--- config.mk ---
export PLATFORM = sky130hd
export DESIGN_NAME = cam_cmd_ctrl
export DESIGN_NICKNAME = d
export VERILOG_FILES = /design/src/rtl/cam_cmd_pkg.sv /design/src/rtl/cam_cmd_ctrl_reply_tx.sv /design/src/rtl/cam_cmd_ctrl.sv
export SDC_FILE = /design/constraint.sdc
export NUM_CORES = 1
export LEC_CHECK = 0
export ABC_CLOCK_PERIOD_IN_PS = 9000
export BUFFER_PORTS_ARGS = -buffer_cell sky130_fd_sc_hd__buf_2
export CAP_MARGIN = 40
export CORE_MARGIN = 8
export CORE_UTILIZATION = 57
export CTS_BUF_LIST = sky130_fd_sc_hd__clkbuf_16
export DETAILED_ROUTE_END_ITERATION = 6
export PLACE_DENSITY = 0.85
export SKIP_LAST_GASP = 1
export SLEW_MARGIN = 20
export SYNTH_ARGS = -nofsm -noshare
export SYNTH_HDL_FRONTEND = slang
export SYNTH_SLANG_ARGS = --single-unit
--- constraint.sdc ---
create_clock -name clk_48mhz -period 9 [get_ports clk_48mhz]
set_input_delay 0.45 -clock clk_48mhz [delete_from_list [all_inputs] [get_ports clk_48mhz]]
set_output_delay 0.45 -clock clk_48mhz [all_outputs]
set_load 0.02 [all_outputs]
--- src/rtl/cam_cmd_pkg.sv ---
// Shared constants, reply strings and hex helpers for the CAM command processor.
package cam_cmd_pkg;

    localparam logic [2:0] S_OP       = 3'd0;
    localparam logic [2:0] S_ARG      = 3'd1;
    localparam logic [2:0] S_EXEC     = 3'd2;
    localparam logic [2:0] S_PULSE_HI = 3'd3;
    localparam logic [2:0] S_PULSE_LO = 3'd4;
    localparam logic [2:0] S_WAIT_SET = 3'd5;
    localparam logic [2:0] S_TX       = 3'd6;

    localparam logic [7:0] CH_CR = 8'h0D;
    localparam logic [7:0] CH_LF = 8'h0A;
    localparam logic [7:0] CH_E  = 8'h45;

    localparam logic [7:0] OP_LOAD_CMP  = 8'h61;  // 'a'
    localparam logic [7:0] OP_READ_CMP  = 8'h62;  // 'b'
    localparam logic [7:0] OP_LOAD_MSK  = 8'h63;  // 'c'
    localparam logic [7:0] OP_READ_MSK  = 8'h64;  // 'd'
    localparam logic [7:0] OP_SEL_FIRST = 8'h65;  // 'e'
    localparam logic [7:0] OP_READ_TAGS = 8'h66;  // 'f'
    localparam logic [7:0] OP_SET_HI    = 8'h67;  // 'g'
    localparam logic [7:0] OP_SET_LO    = 8'h68;  // 'h'
    localparam logic [7:0] OP_WRITE     = 8'h69;  // 'i'
    localparam logic [7:0] OP_READ_DATA = 8'h6A;  // 'j'
    localparam logic [7:0] OP_SEARCH    = 8'h6B;  // 'k'

    localparam logic [2:0] ERR_NONE     = 3'd0;
    localparam logic [2:0] ERR_OPCODE   = 3'd1;
    localparam logic [2:0] ERR_HEX      = 3'd2;
    localparam logic [2:0] ERR_OVERFLOW = 3'd3;
    localparam logic [2:0] ERR_TIMEOUT  = 3'd4;

    localparam logic [15:0] STR_OK = 16'h4F4B;  // "OK"

    typedef struct packed {
        logic       valid;
        logic [3:0] nib;
    } hex_nib_t;

    // Letters a-f / A-F share low nibbles 1..6, so value is low nibble + 9.
    function automatic hex_nib_t hex_to_nib(input logic [7:0] b);
        hex_nib_t r;
        r.valid = 1'b0;
        r.nib   = b[3:0];
        if (b >= 8'h30 && b <= 8'h39) begin
            r.valid = 1'b1;
        end else if ((b >= 8'h61 && b <= 8'h66) || (b >= 8'h41 && b <= 8'h46)) begin
            r.valid = 1'b1;
            r.nib   = b[3:0] + 4'd9;
        end
        return r;
    endfunction

    function automatic logic [7:0] nib_to_hex(input logic [3:0] n);
        return (n < 4'd10) ? {4'h3, n} : (8'h37 + {4'h0, n});
    endfunction

    function automatic logic op_valid(input logic [7:0] b);
        return (b >= OP_LOAD_CMP) && (b <= OP_SEARCH);
    endfunction

    function automatic logic op_has_arg(input logic [7:0] b);
        return (b == OP_LOAD_CMP) || (b == OP_LOAD_MSK);
    endfunction

    function automatic logic [15:0] err_str(input logic [2:0] code);
        return {CH_E, 8'h30 + {5'b0, code}};
    endfunction

endpackage

--- src/rtl/cam_cmd_ctrl_reply_tx.sv ---
// Reply serialiser: streams a hex-encoded value or a two-char string, each followed by CR LF.
module cam_reply_tx
    import cam_cmd_pkg::*;
#(
    parameter int unsigned REP_W = 32
) (
    input  logic                              clk,
    input  logic                              rst,
    input  logic                              load_val_i,
    input  logic                              load_str_i,
    input  logic [REP_W-1:0]                  val_i,
    input  logic [$clog2(REP_W/4 + 2)-1:0]    nibs_i,
    input  logic [15:0]                       str_i,
    output logic [7:0]                        tx_data_o,
    output logic                              tx_valid_o,
    input  logic                              tx_ready_i,
    output logic                              done_c
);

    localparam int unsigned CNT_W = $clog2(REP_W/4 + 2);

    logic [REP_W-1:0] val_q, val_d;
    logic             str_q, str_d;
    logic [CNT_W-1:0] plen_q, plen_d;
    logic [CNT_W-1:0] pos_q, pos_d;
    logic [7:0]       tx_data_q, tx_data_d;
    logic             tx_valid_q, tx_valid_d;
    logic             last_c;

    // Byte at position pos: payload (chars or nibbles, MSB first), then CR, then LF.
    function automatic logic [7:0] byte_at(input logic [REP_W-1:0] val, input logic str_mode,
                                           input logic [CNT_W-1:0] plen, input logic [CNT_W-1:0] pos);
        logic [REP_W-1:0] sh;
        logic [CNT_W-1:0] idx;
        idx = plen - pos - CNT_W'(1);
        if (pos < plen) begin
            if (str_mode) begin
                sh = val >> {idx, 3'b000};
                return sh[7:0];
            end
            sh = val >> {idx, 2'b00};
            return nib_to_hex(sh[3:0]);
        end
        return (pos == plen) ? CH_CR : CH_LF;
    endfunction

    assign last_c = (pos_q == plen_q + CNT_W'(1));
    assign done_c = tx_valid_q & tx_ready_i & last_c;

    always_comb begin
        val_d      = val_q;
        str_d      = str_q;
        plen_d     = plen_q;
        pos_d      = pos_q;
        tx_valid_d = tx_valid_q;
        if (load_val_i) begin
            val_d      = val_i;
            str_d      = 1'b0;
            plen_d     = nibs_i;
            pos_d      = '0;
            tx_valid_d = 1'b1;
        end else if (load_str_i) begin
            val_d      = REP_W'(str_i);
            str_d      = 1'b1;
            plen_d     = CNT_W'(2);
            pos_d      = '0;
            tx_valid_d = 1'b1;
        end else if (tx_valid_q && tx_ready_i) begin
            if (last_c) begin
                tx_valid_d = 1'b0;
            end else begin
                pos_d = pos_q + CNT_W'(1);
            end
        end
        tx_data_d = tx_valid_d ? byte_at(val_d, str_d, plen_d, pos_d) : tx_data_q;
    end

    always_ff @(posedge clk or posedge rst) begin
        if (rst) begin
            val_q      <= '0;
            str_q      <= 1'b0;
            plen_q     <= '0;
            pos_q      <= '0;
            tx_data_q  <= '0;
            tx_valid_q <= 1'b0;
        end else begin
            val_q      <= val_d;
            str_q      <= str_d;
            plen_q     <= plen_d;
            pos_q      <= pos_d;
            tx_data_q  <= tx_data_d;
            tx_valid_q <= tx_valid_d;
        end
    end

    assign tx_data_o  = tx_data_q;
    assign tx_valid_o = tx_valid_q;

endmodule

--- src/rtl/cam_cmd_ctrl.sv ---
// Byte-stream command processor: parses opcode + hex argument lines and drives a CAM instance.
module cam_cmd_ctrl
    import cam_cmd_pkg::*;
#(
    parameter int unsigned NUM_BITS     = 32,
    parameter int unsigned NUM_CELLS    = 16,
    parameter int unsigned PULSE_CYCLES = 10,
    parameter int unsigned SET_TIMEOUT  = 1024
) (
    input  logic                    clk_48mhz,
    input  logic                    reset,
    input  logic [7:0]              rx_data,
    input  logic                    rx_valid,
    output logic                    rx_ready,
    output logic [7:0]              tx_data,
    output logic                    tx_valid,
    input  logic                    tx_ready,
    output logic [NUM_BITS-1:0]     comparand,
    output logic [NUM_BITS-1:0]     mask,
    output logic                    perform_search,
    output logic                    set,
    output logic                    select_first,
    output logic [2*NUM_BITS-1:0]   write_lines,
    input  logic [NUM_CELLS-1:0]    tag_wires,
    input  logic [NUM_BITS-1:0]     read_lines,
    output logic                    busy,
    output logic [7:0]              err_count
);

    localparam int unsigned MAX_DIG = NUM_BITS / 4;
    localparam int unsigned DIG_W   = $clog2(MAX_DIG + 1);
    localparam int unsigned WIDE_W  = (NUM_BITS > NUM_CELLS) ? NUM_BITS : NUM_CELLS;
    localparam int unsigned REP_W   = (WIDE_W > 16) ? WIDE_W : 16;
    localparam int unsigned CNT_W   = $clog2(REP_W/4 + 2);
    localparam int unsigned TMR_MAX = (PULSE_CYCLES > SET_TIMEOUT) ? PULSE_CYCLES : SET_TIMEOUT;
    localparam int unsigned TMR_W   = $clog2(TMR_MAX + 1);

    logic [2:0]            state_q, state_d;
    logic [7:0]            opcode_q, opcode_d;
    logic [NUM_BITS-1:0]   arg_q, arg_d;
    logic [DIG_W-1:0]      ndig_q, ndig_d;
    logic [2:0]            err_q, err_d;
    logic [TMR_W-1:0]      tmr_q, tmr_d;
    logic [NUM_BITS-1:0]   comparand_q, comparand_d;
    logic [NUM_BITS-1:0]   mask_q, mask_d;
    logic [2*NUM_BITS-1:0] wl_q, wl_d, wl_calc;
    logic                  set_q, set_d;
    logic                  search_q, search_d;
    logic                  selfirst_q, selfirst_d;
    logic                  rx_ready_q, rx_ready_d;
    logic                  busy_q, busy_d;
    logic [7:0]            err_cnt_q, err_cnt_d;

    logic                  rx_fire;
    hex_nib_t              nib;
    logic                  load_val, load_str, tx_done;
    logic [REP_W-1:0]      rep_val;
    logic [CNT_W-1:0]      rep_nibs;
    logic [15:0]           rep_str;

    assign rx_fire = rx_valid & rx_ready_q;
    assign nib     = hex_to_nib(rx_data);

    // Two write-line rails per bit: drive-1 on the even rail, drive-0 on the odd rail.
    always_comb begin
        wl_calc = '0;
        for (int i = 0; i < NUM_BITS; i++) begin
            wl_calc[2*i]   = comparand_q[i] & mask_q[i];
            wl_calc[2*i+1] = ~comparand_q[i] & mask_q[i];
        end
    end

    always_comb begin
        state_d     = state_q;
        opcode_d    = opcode_q;
        arg_d       = arg_q;
        ndig_d      = ndig_q;
        err_d       = err_q;
        tmr_d       = tmr_q;
        comparand_d = comparand_q;
        mask_d      = mask_q;
        wl_d        = wl_q;
        set_d       = set_q;
        search_d    = search_q;
        selfirst_d  = selfirst_q;
        err_cnt_d   = err_cnt_q;
        load_val    = 1'b0;
        load_str    = 1'b0;
        rep_val     = '0;
        rep_nibs    = '0;
        rep_str     = STR_OK;

        case (state_q)
            S_OP: begin
                if (rx_fire && rx_data != CH_CR && rx_data != CH_LF) begin
                    opcode_d = rx_data;
                    arg_d    = '0;
                    ndig_d   = '0;
                    err_d    = op_valid(rx_data) ? ERR_NONE : ERR_OPCODE;
                    state_d  = S_ARG;
                end
            end
            // Once an error is flagged, everything up to CR is drained unchanged.
            S_ARG: begin
                if (rx_fire) begin
                    if (rx_data == CH_CR) begin
                        state_d = S_EXEC;
                    end else if (rx_data == CH_LF || err_q != ERR_NONE) begin
                        state_d = S_ARG;
                    end else if (!op_has_arg(opcode_q) || !nib.valid) begin
                        err_d = ERR_HEX;
                    end else if (ndig_q == DIG_W'(MAX_DIG)) begin
                        err_d = ERR_OVERFLOW;
                    end else begin
                        arg_d  = {arg_q[NUM_BITS-5:0], nib.nib};
                        ndig_d = ndig_q + DIG_W'(1);
                    end
                end
            end
            S_EXEC: begin
                state_d = S_TX;
                if (err_q != ERR_NONE) begin
                    load_str = 1'b1;
                    rep_str  = err_str(err_q);
                    if (err_cnt_q != 8'hFF) err_cnt_d = err_cnt_q + 8'd1;
                end else begin
                    case (opcode_q)
                        OP_LOAD_CMP:  begin comparand_d = arg_q; load_str = 1'b1; end
                        OP_LOAD_MSK:  begin mask_d = arg_q; load_str = 1'b1; end
                        OP_SET_LO:    begin set_d = 1'b0; load_str = 1'b1; end
                        OP_WRITE:     begin wl_d = wl_calc; load_str = 1'b1; end
                        OP_READ_CMP: begin
                            load_val = 1'b1;
                            rep_val  = REP_W'(comparand_q);
                            rep_nibs = CNT_W'(NUM_BITS/4);
                        end
                        OP_READ_MSK: begin
                            load_val = 1'b1;
                            rep_val  = REP_W'(mask_q);
                            rep_nibs = CNT_W'(NUM_BITS/4);
                        end
                        OP_READ_TAGS: begin
                            load_val = 1'b1;
                            rep_val  = REP_W'(tag_wires);
                            rep_nibs = CNT_W'(NUM_CELLS/4);
                        end
                        OP_READ_DATA: begin
                            load_val = 1'b1;
                            rep_val  = REP_W'(read_lines);
                            rep_nibs = CNT_W'(NUM_BITS/4);
                        end
                        OP_SEL_FIRST: begin selfirst_d = 1'b1; tmr_d = '0; state_d = S_PULSE_HI; end
                        OP_SEARCH:    begin search_d = 1'b1; tmr_d = '0; state_d = S_PULSE_HI; end
                        OP_SET_HI:    begin set_d = 1'b1; tmr_d = '0; state_d = S_WAIT_SET; end
                        default: begin
                            load_str = 1'b1;
                            rep_str  = err_str(ERR_OPCODE);
                        end
                    endcase
                end
            end
            S_PULSE_HI: begin
                tmr_d = tmr_q + TMR_W'(1);
                if (tmr_q == TMR_W'(PULSE_CYCLES - 1)) begin
                    search_d   = 1'b0;
                    selfirst_d = 1'b0;
                    tmr_d      = '0;
                    state_d    = S_PULSE_LO;
                end
            end
            S_PULSE_LO: begin
                tmr_d = tmr_q + TMR_W'(1);
                if (tmr_q == TMR_W'(PULSE_CYCLES - 1)) begin
                    load_str = 1'b1;
                    state_d  = S_TX;
                end
            end
            // Timeout leaves set high; only an explicit 'h' clears it.
            S_WAIT_SET: begin
                tmr_d = tmr_q + TMR_W'(1);
                if (&tag_wires) begin
                    load_str = 1'b1;
                    state_d  = S_TX;
                end else if (tmr_q == TMR_W'(SET_TIMEOUT - 1)) begin
                    load_str = 1'b1;
                    rep_str  = err_str(ERR_TIMEOUT);
                    if (err_cnt_q != 8'hFF) err_cnt_d = err_cnt_q + 8'd1;
                    state_d  = S_TX;
                end
            end
            S_TX: begin
                if (tx_done) state_d = S_OP;
            end
            default: state_d = S_OP;
        endcase

        rx_ready_d = (state_d == S_OP) || (state_d == S_ARG);
        busy_d     = (state_d != S_OP);
    end

    always_ff @(posedge clk_48mhz or posedge reset) begin
        if (reset) begin
            state_q     <= S_OP;
            opcode_q    <= '0;
            arg_q       <= '0;
            ndig_q      <= '0;
            err_q       <= ERR_NONE;
            tmr_q       <= '0;
            comparand_q <= '0;
            mask_q      <= '0;
            wl_q        <= '0;
            set_q       <= 1'b0;
            search_q    <= 1'b0;
            selfirst_q  <= 1'b0;
            rx_ready_q  <= 1'b0;
            busy_q      <= 1'b0;
            err_cnt_q   <= '0;
        end else begin
            state_q     <= state_d;
            opcode_q    <= opcode_d;
            arg_q       <= arg_d;
            ndig_q      <= ndig_d;
            err_q       <= err_d;
            tmr_q       <= tmr_d;
            comparand_q <= comparand_d;
            mask_q      <= mask_d;
            wl_q        <= wl_d;
            set_q       <= set_d;
            search_q    <= search_d;
            selfirst_q  <= selfirst_d;
            rx_ready_q  <= rx_ready_d;
            busy_q      <= busy_d;
            err_cnt_q   <= err_cnt_d;
        end
    end

    cam_reply_tx #(.REP_W(REP_W)) u_reply_tx (
        .clk        (clk_48mhz),
        .rst        (reset),
        .load_val_i (load_val),
        .load_str_i (load_str),
        .val_i      (rep_val),
        .nibs_i     (rep_nibs),
        .str_i      (rep_str),
        .tx_data_o  (tx_data),
        .tx_valid_o (tx_valid),
        .tx_ready_i (tx_ready),
        .done_c     (tx_done)
    );

    assign rx_ready       = rx_ready_q;
    assign busy           = busy_q;
    assign comparand      = comparand_q;
    assign mask           = mask_q;
    assign write_lines    = wl_q;
    assign set            = set_q;
    assign perform_search = search_q;
    assign select_first   = selfirst_q;
    assign err_count      = err_cnt_q;

endmodule

==> impl_metrics.env <==
export IMPL_synth_most_common_cell="nand2_1"
export IMPL_dr_pass1_iters=6
export IMPL_period_minus_slack_ns=5.73
export IMPL_dp_hpwl_um=27500
export IMPL_antenna_found_initial=4
export IMPL_relSlewSlack_pct=39.4
export IMPL_grt_pass1_wl_um=59800
export IMPL_crit_path_start_kind="flip-flop"
export IMPL_crit_top_cell="buf_4"
export IMPL_wirelength_um=38100
export IMPL_synth_area_leader_cell="dfrtp_1"
export IMPL_finalSetupViolCount=0
export IMPL_port_buffers=209
export IMPL_synth_nets=1369
export IMPL_fin_skew_ns=0.00770
export IMPL_hold_violations=0
export IMPL_clk_path_buf_depth=3
export IMPL_wl_per_cell_um=21.4
export IMPL_synth_top_area_share_pct=50.3
export IMPL_status="complete, no violations"
export IMPL_postCtsSetupBuffers=0
export IMPL_start_util_pct=57.6
export IMPL_dieArea_sq_um=26900
export IMPL_vdd_drop_max_v=0.000159
export IMPL_holdWs_ns=0.181
export IMPL_cts_tree="yes"
export IMPL_syn_avg_cell_area_sq_um=9.67
export IMPL_synthCells=1292
export IMPL_rsz0062_at_grt="false"
export IMPL_fp_dieW_um=164
export IMPL_worst_slew_pin_slew_ns=0.904
export IMPL_slowest_delay_ns=1.01
export IMPL_critPathBufInv=3
export IMPL_design_core_area_sq_um=21700
export IMPL_cts_sink_count=251
export IMPL_synth_area_leaders="dfrtp_1 50%, nand2_1 7.6%, mux2_2 6.4%"
export IMPL_insertion_delay_ns=0.55
export IMPL_syn_area_sq_um=12500
export IMPL_ios=210
export IMPL_gr_total_overflow=0
export IMPL_final_max_slew_viol_count=0
export IMPL_grt_pass1_vias=10800
export IMPL_yosysWarningCount=0
export IMPL_synth_top_flop_cell="dfrtp_1"
export IMPL_fmax_ghz=0.174
export IMPL_crit_fanout=32
export IMPL_path_clk_slew_ns=0.06
export IMPL_hold_buffers=1
export IMPL_setup_tns_ns=0
export IMPL_ant_nets=0
export IMPL_cts_resized=0
export IMPL_drt_vias_per_instance=6.13
export IMPL_yosysUniqueCellTypes=82
export IMPL_min_period_over_period_pct=63.7
export IMPL_nets=1559
export IMPL_root_buffer="clkbuf_16"
export IMPL_die_h_um=164
export IMPL_cp_arrival_ns=6.17
export IMPL_drtIter0Drc=1135
export IMPL_min_path_type="input pin to flip-flop"
export IMPL_synth_seq_cells=251
export IMPL_power_density_nw_per_um2=263
export IMPL_cpMaxStageDelayCell="fa_1"
export IMPL_path_class="flip-flop to flip-flop"
export IMPL_syn2layout_area_growth_pct=18.6
export IMPL_yosys_top_cells_count="252 x nand2_1, 251 x dfrtp_1, 143 x o21ai_0, 77 x nor2_1, 71 x mux2_2"
export IMPL_grt_usage_pct=28.1
export IMPL_async_reset_ff_share_pct=100
export IMPL_vias=10900
export IMPL_yosysSeqAreaShare_pct=50.3
export IMPL_total_power_mw=3.90
export IMPL_drc=0
export IMPL_crit_chain="o211ai_1, nor2_1, buf_4, nor4_4, buf_4, nand2b_1, fa_1, clkinv_1, nand2_1, o22ai_1, a211oi_1, or4b_1, nor3_1, a21oi_1, a22o_1"
export IMPL_numCtsBuffers=27
export IMPL_cts_max_level=1
export IMPL_drive_above_1_share_pct=24.7
export IMPL_gp_congestion=0.943
export IMPL_grt_max_degree=94
export IMPL_synth_edf_count=0
export IMPL_row_count=54
export IMPL_p_leak_nw=7.14
export IMPL_endpoint_kind="flip-flop"
export IMPL_cp_required_ns=9.44
export IMPL_crit_family="simple AND/OR/NAND/NOR gates"
export IMPL_maxCapViolCount=0
## worst min-delay path, delay by kind of cell
family | cells | cell delay (ns)
simple gates | 2 | 0.13
buf+inv | 1 | 0.12
## worst paths after layout
| path | from | end | slack [ns] | cells past startpoint |
|---|---|---|---|---|
| min in group asynchronous | reset | u_reply_tx.tx_data_o[0]$_DFFE_PP0P_ | 0.45 | 3 |
| hold / removal | rx_data[6] | opcode_q[6]$_DFFE_PP0P_ | 0.18 | 3 |
| max in group asynchronous | reset | arg_q[20]$_DFFE_PP0P_ | 7.12 | 5 |
| setup / recovery | opcode_q[1]$_DFFE_PP0P_ | u_reply_tx.tx_data_o[4]$_DFFE_PP0P_ | 3.27 | 15 |
| hold reg to reg | write_lines[21]$_DFFE_PP0P_ | write_lines[21]$_DFFE_PP0P_ | 0.47 | 2 |
| setup reg to reg | opcode_q[1]$_DFFE_PP0P_ | u_reply_tx.tx_data_o[4]$_DFFE_PP0P_ | 3.27 | 15 |
## metal layers
| metal | GRT usage (%) | share of wire, % | vias up |
|---|---|---|---|
| li1 | - | - | 4952 |
| met1 | 37.4 | 40 | 5296 |
| met2 | 44.4 | 47 | 572 |
| met3 | 6.34 | 8.9 | 104 |
| met4 | 10.7 | 3.5 | 4 |
| met5 | 0 | 0.071 | - |
## cells by family after synthesis
family	Yosys count	synth area share [%]
buffers and inverters	99	3.14
muxes	96	8.80
and+or+nand+nor	504	18.9
adders and majority gates	17	1.76
xor gates and xnor gates	27	1.89
DFF	251	50.3
AOI/OAI and AO/OA	298	15.2
## report_power, final
group          switching (mW)  internal, mW  total (mW)
combinational           0.865         0.481        1.35
sequential              0.139          1.24        1.38
clock                   0.478         0.693        1.17
total                    1.48          2.42        3.90
## through the flow
| stage | utilization, % | std cells | setup slack [ns] | cell area (sq um) |
|---|---|---|---|---|
| after floorplan | - | 1292 | 1.65 | 12500 |
| after global placement | 63.3 | 1724 | 3.39 | 13700 |
| after detailed placement | 63.8 | 1729 | 3.29 | 13800 |
| after CTS | 68.1 | 1778 | 3.35 | 14800 |
| after global routing | 68.3 | 1783 | 2.78 | 14800 |
| final | 68.3 | 1783 | 3.27 | 14800 |
## layout make-up
| cell class | instances | area, sq um |
|---|---|---|
| well taps | 280 | 350 |
| clock buffers | 27 | 676 |
| diodes | 2 | 5.00 |
| multi-input cells | 942 | 5850 |
| flip-flops and latches | 251 | 6280 |
| repair buffers | 231 | 1290 |
| fillers | 1616 | 6870 |
| inverters | 29 | 116 |
| clock inverters | 21 | 249 |
## cell usage in the layout, fill, tap and decap left out, types with 16 or more instances in the layout
cell	Yosys	layout
a21oi_1	30	30
o21ai_0	143	143
inv_1	27	28
nand3_1	27	27
dfrtp_1	251	251
nand4_1	19	19
clkbuf_16	0	27
nor2_1	77	76
ha_1	16	16
buf_2	10	210
mux2i_1	21	21
mux2_2	71	71
nand2b_1	43	43
nand2_1	252	251
## registers in the layout (all words and copies together) (netlist names)
| register | count |
|---|---|
| mask | 32 |
| tmr_q | 11 |
| u_reply_tx.pos_q | 4 |
| u_reply_tx.plen_q | 4 |
| u_reply_tx.str_q | 1 |
| err_q | 2 |
| u_reply_tx.val_q | 32 |
| perform_search | 1 |
| rx_ready | 1 |
| select_first | 1 |
| ndig_q | 4 |
| set | 1 |
| err_count | 8 |
| busy | 1 |
| write_lines | 64 |
| u_reply_tx.tx_valid_o | 1 |
| arg_q | 32 |
| u_reply_tx.tx_data_o | 8 |
| opcode_q | 8 |
| comparand | 32 |
| state_q | 3 |
No activity file was read; power rests on OpenSTA's default activity.
